## src/rtl/raycast_pkg.sv

```systemverilog
// Shared types and constants for the ray-cast scheduling path.
// Angles are Q16.16 fixed point in [0, TWO_PI).
package raycast_pkg;

    typedef logic signed [31:0] fix_t;

    typedef struct packed {
        logic is_vert;
        fix_t height;
    } line_t;

    typedef enum logic [1:0] {
        S_IDLE  = 2'd0,
        S_ISSUE = 2'd1,
        S_DRAIN = 2'd2,
        S_SWAP  = 2'd3
    } sched_state_e;

    localparam int   H_RES    = 640;
    localparam int   COL_W    = 10;
    localparam fix_t TWO_PI   = 32'sd411774;
    localparam fix_t FOV_HALF = 32'sd34314;
    localparam fix_t FOV_STEP = 32'sd107;

    // Elaboration-time conversion of a real constant to Q16.16 (truncating).
    function automatic fix_t to_fix(input real x);
        return fix_t'($rtoi(x * 65536.0));
    endfunction

endpackage

```

## src/rtl/ray_angle_gen.sv

```systemverilog
// Per-column ray angle accumulator with wrap into [0, WRAP) and the column counter.
// load_i seeds angle = angle_i - HALF (wrapped); step_i advances one column.
module ray_angle_gen
    import raycast_pkg::*;
#(
    parameter int   N_COLS = H_RES,
    parameter fix_t STEP   = FOV_STEP,
    parameter fix_t HALF   = FOV_HALF,
    parameter fix_t WRAP   = TWO_PI
) (
    input  logic             clk_i,
    input  logic             rst_i,
    input  logic             load_i,
    input  logic             step_i,
    input  logic [31:0]      angle_i,
    output logic [31:0]      angle_o,
    output logic [COL_W-1:0] col_o,
    output logic             last_o
);

    logic [31:0]      angle_q, angle_d;
    logic [COL_W-1:0] col_q, col_d;
    logic [32:0]      start_w;
    logic [32:0]      sum_w;

    // 33-bit arithmetic: bit 32 of start_w is the borrow (negative start),
    // and sum_w is compared at full width before any truncation.
    assign start_w = {angle_i[31], angle_i} - {HALF[31], HALF};
    assign sum_w   = {1'b0, angle_q} + {1'b0, STEP};

    always_comb begin
        angle_d = angle_q;
        col_d   = col_q;
        if (load_i) begin
            angle_d = start_w[32] ? (start_w[31:0] + WRAP) : start_w[31:0];
            col_d   = '0;
        end else if (step_i) begin
            angle_d = (sum_w >= {1'b0, WRAP}) ? (sum_w[31:0] - WRAP) : sum_w[31:0];
            col_d   = col_q + COL_W'(1);
        end
    end

    always_ff @(posedge clk_i) begin
        if (rst_i) begin
            angle_q <= '0;
            col_q   <= '0;
        end else begin
            angle_q <= angle_d;
            col_q   <= col_d;
        end
    end

    assign angle_o = angle_q;
    assign col_o   = col_q;
    assign last_o  = (col_q == COL_W'(N_COLS - 1));

endmodule

```

## src/rtl/ray_scheduler.sv

```systemverilog
// Issue/collect scheduler: one ray per column to a pipelined caster, tagged
// results written into the back half of a double-buffered line store.
//
// Handshake: a request transfers on any rising clk_in where ray_valid_out and
// ray_ready_in are both high; angle/column only change on a transfer. Results
// have no backpressure and are written in the cycle res_valid_in is high.
module ray_scheduler
    import raycast_pkg::*;
#(
    parameter int MAX_INFLIGHT = 4
) (
    input  logic        clk_in,
    input  logic        rst_in,
    input  logic        frame_in,
    input  logic        dirty_in,
    input  logic [31:0] angle_in,
    output logic        ray_valid_out,
    input  logic        ray_ready_in,
    output logic [31:0] ray_angle_out,
    output logic [9:0]  ray_col_out,
    input  logic        res_valid_in,
    input  logic [9:0]  res_col_in,
    input  logic        res_is_vert_in,
    input  logic [31:0] res_height_in,
    output logic        wr_en_out,
    output logic [10:0] wr_addr_out,
    output logic [32:0] wr_data_out,
    output logic        buf_sel_out,
    output logic        busy_out,
    output logic        done_out,
    output logic        overrun_out
);

    localparam int IF_W  = 4;
    localparam int CNT_W = $clog2(H_RES + 1);

    sched_state_e     state_q, state_d;
    logic [IF_W-1:0]  inflight_q, inflight_d;
    logic [CNT_W-1:0] recv_cnt_q, recv_cnt_d;
    logic             force_q, force_d;
    logic             buf_sel_q, buf_sel_d;
    logic             overrun_q, overrun_d;

    logic             start_w;
    logic             hs_w;
    logic             res_acc_w;
    logic             last_col_w;
    line_t            wr_line_w;

    assign start_w       = (state_q == S_IDLE) && frame_in && (dirty_in || force_q);
    assign ray_valid_out = (state_q == S_ISSUE) && (inflight_q < IF_W'(MAX_INFLIGHT));
    assign hs_w          = ray_valid_out && ray_ready_in;
    // A result with nothing outstanding, or outside a render, is dropped.
    assign res_acc_w     = res_valid_in && (inflight_q != '0)
                         && ((state_q == S_ISSUE) || (state_q == S_DRAIN));

    ray_angle_gen #(
        .N_COLS(H_RES),
        .STEP  (FOV_STEP),
        .HALF  (FOV_HALF),
        .WRAP  (TWO_PI)
    ) u_angle_gen (
        .clk_i  (clk_in),
        .rst_i  (rst_in),
        .load_i (start_w),
        .step_i (hs_w),
        .angle_i(angle_in),
        .angle_o(ray_angle_out),
        .col_o  (ray_col_out),
        .last_o (last_col_w)
    );

    always_comb begin
        state_d    = state_q;
        inflight_d = inflight_q;
        recv_cnt_d = recv_cnt_q;
        force_d    = force_q;
        buf_sel_d  = buf_sel_q;
        overrun_d  = overrun_q || (frame_in && (state_q != S_IDLE));

        if (hs_w && !res_acc_w) begin
            inflight_d = inflight_q + IF_W'(1);
        end else if (!hs_w && res_acc_w) begin
            inflight_d = inflight_q - IF_W'(1);
        end
        if (res_acc_w) begin
            recv_cnt_d = recv_cnt_q + CNT_W'(1);
        end

        case (state_q)
            S_IDLE: begin
                if (start_w) begin
                    state_d    = S_ISSUE;
                    recv_cnt_d = '0;
                    force_d    = 1'b0;
                end
            end
            S_ISSUE: begin
                if (hs_w && last_col_w) begin
                    state_d = S_DRAIN;
                end
            end
            S_DRAIN: begin
                if (res_acc_w && (recv_cnt_q == CNT_W'(H_RES - 1))) begin
                    state_d = S_SWAP;
                end
            end
            S_SWAP: begin
                buf_sel_d = ~buf_sel_q;
                state_d   = S_IDLE;
            end
            default: state_d = S_IDLE;
        endcase
    end

    always_ff @(posedge clk_in) begin
        if (rst_in) begin
            state_q    <= S_IDLE;
            inflight_q <= '0;
            recv_cnt_q <= '0;
            force_q    <= 1'b1;
            buf_sel_q  <= 1'b0;
            overrun_q  <= 1'b0;
        end else begin
            state_q    <= state_d;
            inflight_q <= inflight_d;
            recv_cnt_q <= recv_cnt_d;
            force_q    <= force_d;
            buf_sel_q  <= buf_sel_d;
            overrun_q  <= overrun_d;
        end
    end

    always_comb begin
        wr_line_w.is_vert = res_is_vert_in;
        wr_line_w.height  = res_height_in;
    end

    assign wr_en_out   = res_acc_w;
    assign wr_addr_out = res_acc_w ? {~buf_sel_q, res_col_in} : '0;
    assign wr_data_out = res_acc_w ? wr_line_w : '0;
    assign buf_sel_out = buf_sel_q;
    assign busy_out    = (state_q != S_IDLE);
    assign done_out    = (state_q == S_SWAP);
    assign overrun_out = overrun_q;

endmodule
```

## config.mk

```make
export PLATFORM = sky130hd
export DESIGN_NAME = ray_scheduler
export DESIGN_NICKNAME = d
export VERILOG_FILES = /design/src/rtl/raycast_pkg.sv /design/src/rtl/ray_angle_gen.sv /design/src/rtl/ray_scheduler.sv
export SDC_FILE = /design/constraint.sdc
export NUM_CORES = 1
export LEC_CHECK = 0
export CAP_MARGIN = 0
export CORE_ASPECT_RATIO = 1.4
export CORE_UTILIZATION = 46
export CTS_CLUSTER_DIAMETER = 50
export DETAILED_ROUTE_END_ITERATION = 10
export GPL_TIMING_DRIVEN = 0
export PLACE_DENSITY = 0.86
export SETUP_SLACK_MARGIN = 0.05
export SLEW_MARGIN = 20
export SYNTH_ARGS = -nofsm -noshare
export SYNTH_HDL_FRONTEND = slang
export SYNTH_SLANG_ARGS = --single-unit
```

## constraint.sdc

```tcl
create_clock -name clk_in -period 3.3 [get_ports clk_in]
set_input_delay 0.495 -clock clk_in [delete_from_list [all_inputs] [get_ports clk_in]]
set_output_delay 0.495 -clock clk_in [all_outputs]
set_load 0.1 [all_outputs]
```

-- Yosys cells after proc, flatten, opt, wreduce, memory -nomap -nowiden
Index checks and enable logic that the tools add are counted.
- memory bits (writable): 0
- memory bits (read-only): 0
- flip-flop bits (word level): 61
- memories kept: 0
- logic and storage cells: 66
- latch bits: 0
- muxes and demuxes: 15
- reduce and logical (&&, ||, !) cells: 24
- shifts and indexed selects: 0
- $add $sub $neg: 8
- multiply operators: 0
- divide/modulo/power cells: 0
- order comparisons: 2
- bitwise gates (word level): 1
- equal/unequal tests: 8
- operators by type and width (operator ; number):
    $mux 32 ; 4
    $add 32x7->33 const B ; 1
    $ge 33x19->1 const B ; 1
    $mux 33 ; 1
    $sub 32x17->33 const B ; 1
    $add 32x19->32 const B ; 1
    $sub 32x19->32 const B ; 1
    $mux 10 ; 3
    $add 10x1->10 const B ; 2
    $eq 10x10->1 const B ; 2
    $logic_and 1x1->1 ; 11
    $mux 11 ; 1
    $mux 4 ; 2
    $pmux 2 s4 ; 1
    $mux 2 ; 3
    $reduce_bool 2->1 ; 3
    $add 4x1->4 const B ; 1
    $eq 2x2->1 const B ; 2
    $lt 4x3->1 const B ; 1
    $ne 2x1->1 const B ; 2
    $reduce_bool 4->1 ; 1
    $sub 4x1->4 const B ; 1
    $logic_or 1x1->1 ; 3
    $reduce_and 3->1 ; 1
    7 further kinds ; 8

-- Logic depth before layout (Yosys ltp)
Gate-level depths: netlist of the first run.
- word-level depth: 7
- depth in mapped cells: 16
- gate-level depth less buffers: 15

-- By module
Synthesis of the first run repeated with hierarchy kept, for this count alone.
- cells, all modules: 970
- area, all modules: 7154.4 um^2
- by module, submodules not included (module ; instances ; area each (um^2) ; sequential area each (um^2) ; cells each):
    ray_angle_gen ; 1 ; 5779.3 ; 840.8 ; 803
    ray_scheduler ; 1 ; 1375.1 ; 380.4 ; 167

-- Worst setup path before layout of the first run
No wires, ideal clock.
- kind: reg2reg
- from: reg u_angle_gen.angle_q[1], in the netlist u_angle_gen.angle_o[1]
- to: reg u_angle_gen.angle_q[20], in the netlist u_angle_gen.angle_o[20]
- setup slack: -1.049 ns
- stages on the path, launching flop included: 15
- clock period less this slack: 4.349 ns
- required time: 3.221 ns
- setup time: 0.079 ns
- arrival: 4.270 ns
- cell sequence: dfxtp_1 -> inv_1 -> ha_1 -> nand3b_4 -> a211oi_2 -> buf_4 -> a41oi_1 -> or4_4 -> a41oi_4 -> o21bai_4 -> and3_4 -> buf_6 -> or4_1 -> a211o_1 -> o211ai_1
- longest elaborated chain between the ends: 5
- elaborated cells on any way between the ends: 6
- classes of those cells: add/sub (2); order compare (1); mux (3)
- RTL lines (element ; line ; text):
    start: declaration ; ray_angle_gen.sv:21 ; logic [31:0] angle_q, angle_d;
    start signal: assignment ; ray_angle_gen.sv:48 ; angle_q <= angle_d;
    $add 32x7->33 * ; ray_angle_gen.sv:29 ; assign sum_w = {1'b0, angle_q} + {1'b0, STEP};
    $sub 32x19->32 or $ge 33x19->1 (tied branches) ; ray_angle_gen.sv:38 ; angle_d = (sum_w >= {1'b0, WRAP}) ? (sum_w[31:0] - WRAP) : sum_w[31:0];
    $mux 32 * ; ray_angle_gen.sv:38 ;
    $mux 32 * ; ray_angle_gen.sv:37 ; end else if (step_i) begin
    $mux 32 * ; ray_angle_gen.sv:34 ; if (load_i) begin
Every way passes the cells marked *; elsewhere a longest branch is shown, timed or not. The select of a mux whose other input is x is not followed.
A chain may end at the register's enable or synchronous reset.

-- Final worst setup path of the first run
- from: reg u_angle_gen.angle_q[3], in the netlist u_angle_gen.angle_o[3]
- to: reg u_angle_gen.angle_q[18], in the netlist u_angle_gen.angle_o[18]
Same word-level chain as after synthesis.

==> results of run 1 <==
-- timing repair --
action,CTS,global route
setup endpoints to repair,79,62
buffers inserted,53,28
resized for setup,289,66
pin swaps,65,44
cloned,3,0
-- final timing paths --
kind / cells after the start / slack [ns] / start / end
worst max register to register: 12 / -0.80 / u_angle_gen.angle_o[3]$_SDFFE_PP0P_ / u_angle_gen.angle_o[18]$_SDFFE_PP0P_
worst min register to register: 1 / 0.48 / force_q$_SDFFE_PP1P_ / force_q$_SDFFE_PP1P_
worst max-delay path: 12 / -0.80 / u_angle_gen.angle_o[3]$_SDFFE_PP0P_ / u_angle_gen.angle_o[18]$_SDFFE_PP0P_
worst min-delay path: 1 / 0.48 / force_q$_SDFFE_PP1P_ / force_q$_SDFFE_PP1P_
-- Yosys cell counts, types with 8 or more instances --
cell and n:
or2_2 9, a21oi_1 51, nor3_1 29, nor2_1 97, a211oi_1 12, and2_1 53
inv_1 28, buf_2 13, ha_1 16, xor2_1 30, and3_1 20, mux2i_1 14
nand3_1 38, nand2_1 68, dfxtp_1 61, nor4_1 17, or4_1 10, a21o_1 10
or3_1 22, nand4_1 16, a311oi_1 12, clkbuf_1 36, xnor2_1 58, o21ai_0 35
a31oi_1 17, nand2b_1 8, o211ai_1 15
-- metrics by stage --
| stage | TNS [ns] | power, mW | worst slack, ns | util | hold slack [ns] |
|---|---|---|---|---|---|
| after global placement | -32.87 | 6.402 | -1.179 | 0.6348 | 0.4361 |
| after floorplan | -2.317 | 5.182 | -0.2721 | - | 0.4273 |
| after CTS | -2.544 | 8.167 | -0.2360 | 0.7289 | 0.4617 |
| after global routing | -20.39 | 9.221 | -0.8492 | 0.7592 | 0.4831 |
| after detailed placement | -35.41 | 6.464 | -1.286 | 0.6348 | 0.4495 |
| final | -17.78 | 8.950 | -0.7974 | 0.7592 | 0.4772 |
-- logic make-up after synthesis --
logic type / count (synthesis)
simple gates: 430
fa+ha+maj: 17
buf+inv: 88
xor+xnor: 88
compound gates: 243
flops: 61
mux: 16
-- worst reg2reg max path, stage by stage (launching register included) --
cell,delay [ns]
dfxtp_4,0.36
buf_8,0.14
a211o_4,0.39
buf_4,0.17
o21ai_1,0.76
a32oi_1,0.23
a211oi_4,0.40
nand4_4,0.20
and3_4,0.25
buf_8,0.13
o32a_1,0.37
or3_1,0.33
a311oi_1,0.28
-- flip-flops by register name (all words and copies together), names as in the netlist --
register and count:
state_q 2, force_q 1, u_angle_gen.col_o 10, overrun_out 1, recv_cnt_q 10, u_angle_gen.angle_o 32
buf_sel_out 1, inflight_q 4
-- per-layer routing --
layer / vias up / part of all wire / GRT usage
met1: 4260 / 0.33 / 0.3870
met2: 770 / 0.47 / 0.6598
li1: 4006 / - / -
met4: 0 / 0.091 / 0.2618
met3: 270 / 0.11 / 0.09788
met5: - / 0 / 0
-- report_power, final --
part	internal [mW]	total [mW]	leakage [nW]	switching [mW]
clock	0.649	1.00	0.149	0.354
sequential	0.969	1.32	0.516	0.355
combinational	2.29	6.62	3.35	4.33
-- placed cells by master, fill, tap and decap left out, types with 23 or more instances in the layout --
cell and instances:
nand2_1 67, buf_6 26, nand3_1 33, o21ai_0 32, dfxtp_1 32, inv_1 23, nor2_1 88, clkdlybuf4s50_1 110
and2_1 49, clkdlybuf4s15_2 44, xor2_1 29, buf_4 58, a21oi_1 39, xnor2_1 53, dfxtp_4 23, nor3_1 26
-- cell type report --
class | instances | share of cell area
sequential | 61 | 0.1183
clock buffer | 9 | 0.02026
timing repair buffer | 251 | 0.2211
inverter | 28 | 0.01047
tap | 189 | 0.02128
clock inverter | 7 | 0.007205
multi-input combinational | 794 | 0.5677
buffer | 52 | 0.03366
==> flow_summary.toml, run 1 <==
[synthesis]
synthCells = 943
synth_area_leaders = "dfxtp_1, xnor2_1, nor2_1"
synthAdderAreaFrac = 0.03166
syn-cell-area_sq_um = 6955
synth_area_leader_cell = "dfxtp_1"
synth_edf_count = 0
synth_simple_gate_area_frac = 0.3375
synth_flop_cell = "dfxtp_1"
synth_compound_area_frac = 0.2670
yosysWarnings = 0
synth.mux.area_fraction = 0.02339
synthXorXnorAreaFrac = 0.1108
avgSynthCellArea_sq_um = 7.376
seq_area_frac_synth = 0.1756
synth_nets = 1041
synth_top_area_share = 0.1756
synth.distinct_cells = 98
synth_top_family_by_area = "simple AND/OR/NAND/NOR gates"
ys_async_sr_fraction = 0
synth-seq-cells = 61

[sta]
slew_headroom = 0.2939
timing.final.crit_share = 1.242
slew_viol_final = 0
worst_slew_pin_slew_ns = 1.056
hold_violations = 0
max_freq_mhz = 244.1
rsz0062_at_grt = "yes"
setup_slack_ns = -0.7974
period_needed_ns = 4.097
skew_ns = 0.008483
setup_viol = 31

[place]
hpwlAfterDp_mm = 19.60
gp_congestion = 0.9974
portBuffers = 169
dpl_cell_area_sq_um = 9293
dp.cells = 1301

[worst_setup_path]
path_buf_inv = 3
critical_path_required_ns = 3.54
crit_chain = "buf_8, a211o_4, buf_4, o21ai_1, a32oi_1, a211oi_4, nand4_4, and3_4, buf_8, o32a_1, or3_1, a311oi_1"
crit_path_start_kind = "register"
path_common_cell = "buf_8"
cp-end-kind = "register"
slowest_delay_ns = 0.76
arrival_ns = 4.34
crit_type = "reg -> reg"
critical_path.max_fanout = 10
crit_slowest_cell = "o21ai_1"
cp_top_family = "compound AO/OA/AOI/OAI gates"

[power]
irDropWorstVdd_mv = 0.7747
p_per_area_nw_per_um2 = 805.3
p_leak_nw = 4.012

[clock_network]
cts_hold_buf = 0
cts_buffer_depth = 2
clkTransAtPathRegs_ns = 0.06
root_buffer = "clkbuf_16"
clock_latency_ns = 0.35
tritoncts = "done"
cts-buffers-inserted = 9
htree_levels = 3
cts_num_sinks = 61

[grt]
grt_pass1_wl_mm = 46.02
grt_pass1_vias = 8892
grt_max_degree = 12
overflow = 0
antenna_found_initial = 0
grt.total_usage = 0.3758

[drt]
dr.pass1.iters = 7
via_per_inst = 6.690
routedWlPerCell_um = 22.64
num_vias = 9306
first_iter_violations = 1164
drt_wl_total_mm = 31.49
antenna_left = 0
drc_errors = 0

[cells_and_area]
synthToLayoutAreaGrowth_pct = 59.79
fin_nets = 1295
multiInputGateArea_sq_um = 6310
regArea_sq_um = 1315
fin_area_sq_um = 11110
fillerInstances = 933
diodes = 0
drive_above_1_share = 0.3053
instances_no_fill = 1391

[die]
initial_core_util = 0.4751
row_count = 52
io_pins = 173
fp.dieH_um = 147.5
die_w_um = 105.9
core_area_sq_um = 14640
dieArea_sq_um = 15620

[flow_run]
max_cap_viol_count = 0

[worst_hold_path]
hold_path.class = "reg -> reg"

[run_status]
status = "complete, but fails checks"
violations = "setup timing"
Power figures use the tool's default switching activity.
==> run 2: changes to the inputs <==
CORE_UTILIZATION = 47   (was 46)
CTS_BUF_LIST = sky130_fd_sc_hd__clkbuf_8   (was unset)
PLACE_DENSITY = 0.88   (was 0.86)
==> flow_summary.toml, run 2 (synthesis results as in run 1) <==
[run_status]
status = "complete, but fails checks"
violations = "setup timing"

[worst_hold_path]
hold_path.class = "reg -> reg"
hold_start = "force_q$_SDFFE_PP1P_"
hold_depth = 1
hold_end = "force_q$_SDFFE_PP1P_"

[die]
die_w_um = 104.8
dieArea_sq_um = 15300
core_area_sq_um = 14440
initial_core_util = 0.4815
io_pins = 173
row_count = 52
fp.dieH_um = 145.9

[clock_network]
htree_levels = 3
root_buffer = "clkbuf_8"
clock_latency_ns = 0.37
cts_buffer_depth = 2
clkTransAtPathRegs_ns = 0.08
cts-buffers-inserted = 9
cts_num_sinks = 61
cts_hold_buf = 0
tritoncts = "done"

[worst_setup_path]
cp_top_family = "compound AO/OA/AOI/OAI gates"
critical_path_required_ns = 3.49
reg2reg_depth = 15
crit_type = "reg -> reg"
path_common_cell = "buf_4"
r2r-end = "u_angle_gen.angle_o[13]$_SDFFE_PP0P_"
arrival_ns = 4.10
r2r_slack_ns = -0.60
r2r-start = "u_angle_gen.angle_o[9]$_SDFFE_PP0P_"
crit_path_start_kind = "register"
crit_slowest_cell = "nor4_4"
path_buf_inv = 6
cp-end-kind = "register"
slowest_delay_ns = 0.47
critical_path.max_fanout = 9
crit_chain = "buf_6, nand4_4, nor4_4, buf_4, buf_4, o21ai_2, a32oi_4, buf_4, o21bai_4, clkbuf_8, buf_4, a311oi_2, o2bb2ai_2, mux2i_1, nand2_2"

[cells_and_area]
multiInputGateArea_sq_um = 6439
largest_reg_flops = 32
diodes = 0
fin_nets = 1322
final_util = 0.7879
fin_area_sq_um = 11380
synthToLayoutAreaGrowth_pct = 63.61
drive_above_1_share = 0.3336
fillerInstances = 852
final_cell_mix = "clkdlybuf4s50_1, nor2_1, buf_4"
regArea_sq_um = 1315
final_common_cell = "clkdlybuf4s50_1"

[sta]
hold_violations = 0
slew_viol_final = 0
skew_ns = 0.02496
rsz0062_at_grt = "yes"
max_freq_mhz = 256.2
timing.final.crit_share = 1.183
period_needed_ns = 3.903
worst_slew_pin_slew_ns = 1.035
setup_slack_ns = -0.6033
slew_headroom = 0.3081
setup_viol = 31

[power]
switching_share = 0.5897
clkPwrFrac = 0.068
switchingPower_mw = 5.256
p_leak_nw = 4.106
comb_power_share = 0.787
p_per_area_nw_per_um2 = 783.3
internal_power_mw = 3.658
irDropWorstVdd_mv = 0.7863
seq_power_share = 0.146

[place]
hpwlAfterDp_mm = 19.83
portBuffers = 169
dpl_cell_area_sq_um = 9293
gp_congestion = 1.030

[drt]
routedWlPerCell_um = 24.03
first_iter_violations = 1040
dr.pass1.iters = 7
drc_errors = 0
antenna_left = 0
drt_wl_total_mm = 34.08
num_vias = 9685
via_per_inst = 6.830

[grt]
grt_pass1_wl_mm = 45.95
grt_pass1_vias = 9100
grt.total_usage = 0.3829
antenna_found_initial = 2
grt_max_degree = 12
overflow = 0

[flow_run]
max_cap_viol_count = 0
-- run 2: cell count changes in the layout (fill, tap and decap cells not counted), moves of 4 or more --
cell | previous run | this run
clkbuf_8 | 3 | 12
clkbuf_16 | 9 | 1
a21oi_1 | 39 | 34
buf_4 | 58 | 75
dlygate4sd2_1 | 11 | 7
buf_6 | 26 | 36
buf_2 | 6 | 2
-- run 2: how the worst max path moves through the flow --
stage | cells after the start | endpoint | from | slack (ns)
global route | 15 | u_angle_gen.angle_o[13]$_SDFFE_PP0P_ | u_angle_gen.angle_o[7]$_SDFFE_PP0P_ | -0.69
detailed placement | 15 | u_angle_gen.angle_o[28]$_SDFFE_PP0P_ | angle_in[1] | -1.15
global placement | 14 | u_angle_gen.angle_o[31]$_SDFFE_PP0P_ | angle_in[1] | -1.14
floorplan | 14 | u_angle_gen.angle_o[18]$_SDFFE_PP0P_ | u_angle_gen.angle_o[0]$_SDFFE_PP0P_ | -0.27
CTS | 13 | u_angle_gen.angle_o[18]$_SDFFE_PP0P_ | u_angle_gen.angle_o[3]$_SDFFE_PP0P_ | -0.24
finish | 15 | u_angle_gen.angle_o[13]$_SDFFE_PP0P_ | u_angle_gen.angle_o[9]$_SDFFE_PP0P_ | -0.60
-- run 2: cell type report --
class	instances	share of cell area
Clock inverter	7	0.003738
Multi-Input combinational cell	795	0.5658
Tap cell	189	0.02078
Timing Repair Buffer	275	0.2369
Inverter	28	0.01023
Clock buffer	9	0.01089
Buffer	54	0.03606
Sequential cell	61	0.1156
-- run 2: layer usage --
layer,vias up,GRT usage,part of all wire
met2,864,0.6699,0.46
met4,2,0.3056,0.11
met5,-,0,0.00035
met3,363,0.1258,0.13
li1,4045,-,-
met1,4411,0.3650,0.31
-- run 2: repair_timing --
item / 4_1_cts / 5_1_grt
buffers inserted: 73 / 35
setup endpoints to repair: 79 / 64
pin swaps: 69 / 56
resized for setup: 297 / 95
gates cloned: 3 / 1
-- run 2: through the flow --
stage               power, mW  worst slack, ns  hold WS (ns)  cells  TNS (ns)
detailed placement      6.475           -1.149        0.4490   1301    -36.03
global route            9.123          -0.6879        0.4843   1418    -13.06
floorplan               5.182          -0.2721        0.4273    943    -2.317
finish                  8.914          -0.6033        0.4659   1418    -12.73
CTS                     7.941          -0.2425        0.4660   1388    -2.626
global placement        6.422           -1.136        0.4338   1301    -34.46
-- run 2: power groups by stage --
stage / sequential, mW / combinational [mW] / clock [mW]
final: 1.30 / 7.01 / 0.603
after global routing: 1.30 / 7.19 / 0.629
after CTS: 1.25 / 6.10 / 0.590
after detailed placement: 1.22 / 5.25 / 0
after global placement: 1.22 / 5.20 / 0
after floorplan: 2.14 / 3.04 / 0
-- run 2: worst register-to-register path, stage by stage, from the launching register on --
cell	delay, ns
dfxtp_4	0.37
buf_6	0.15
nand4_4	0.22
nor4_4	0.47
buf_4	0.18
buf_4	0.14
o21ai_2	0.13
a32oi_4	0.38
buf_4	0.19
o21bai_4	0.13
clkbuf_8	0.24
buf_4	0.15
a311oi_2	0.11
o2bb2ai_2	0.38
mux2i_1	0.31
nand2_2	0.19
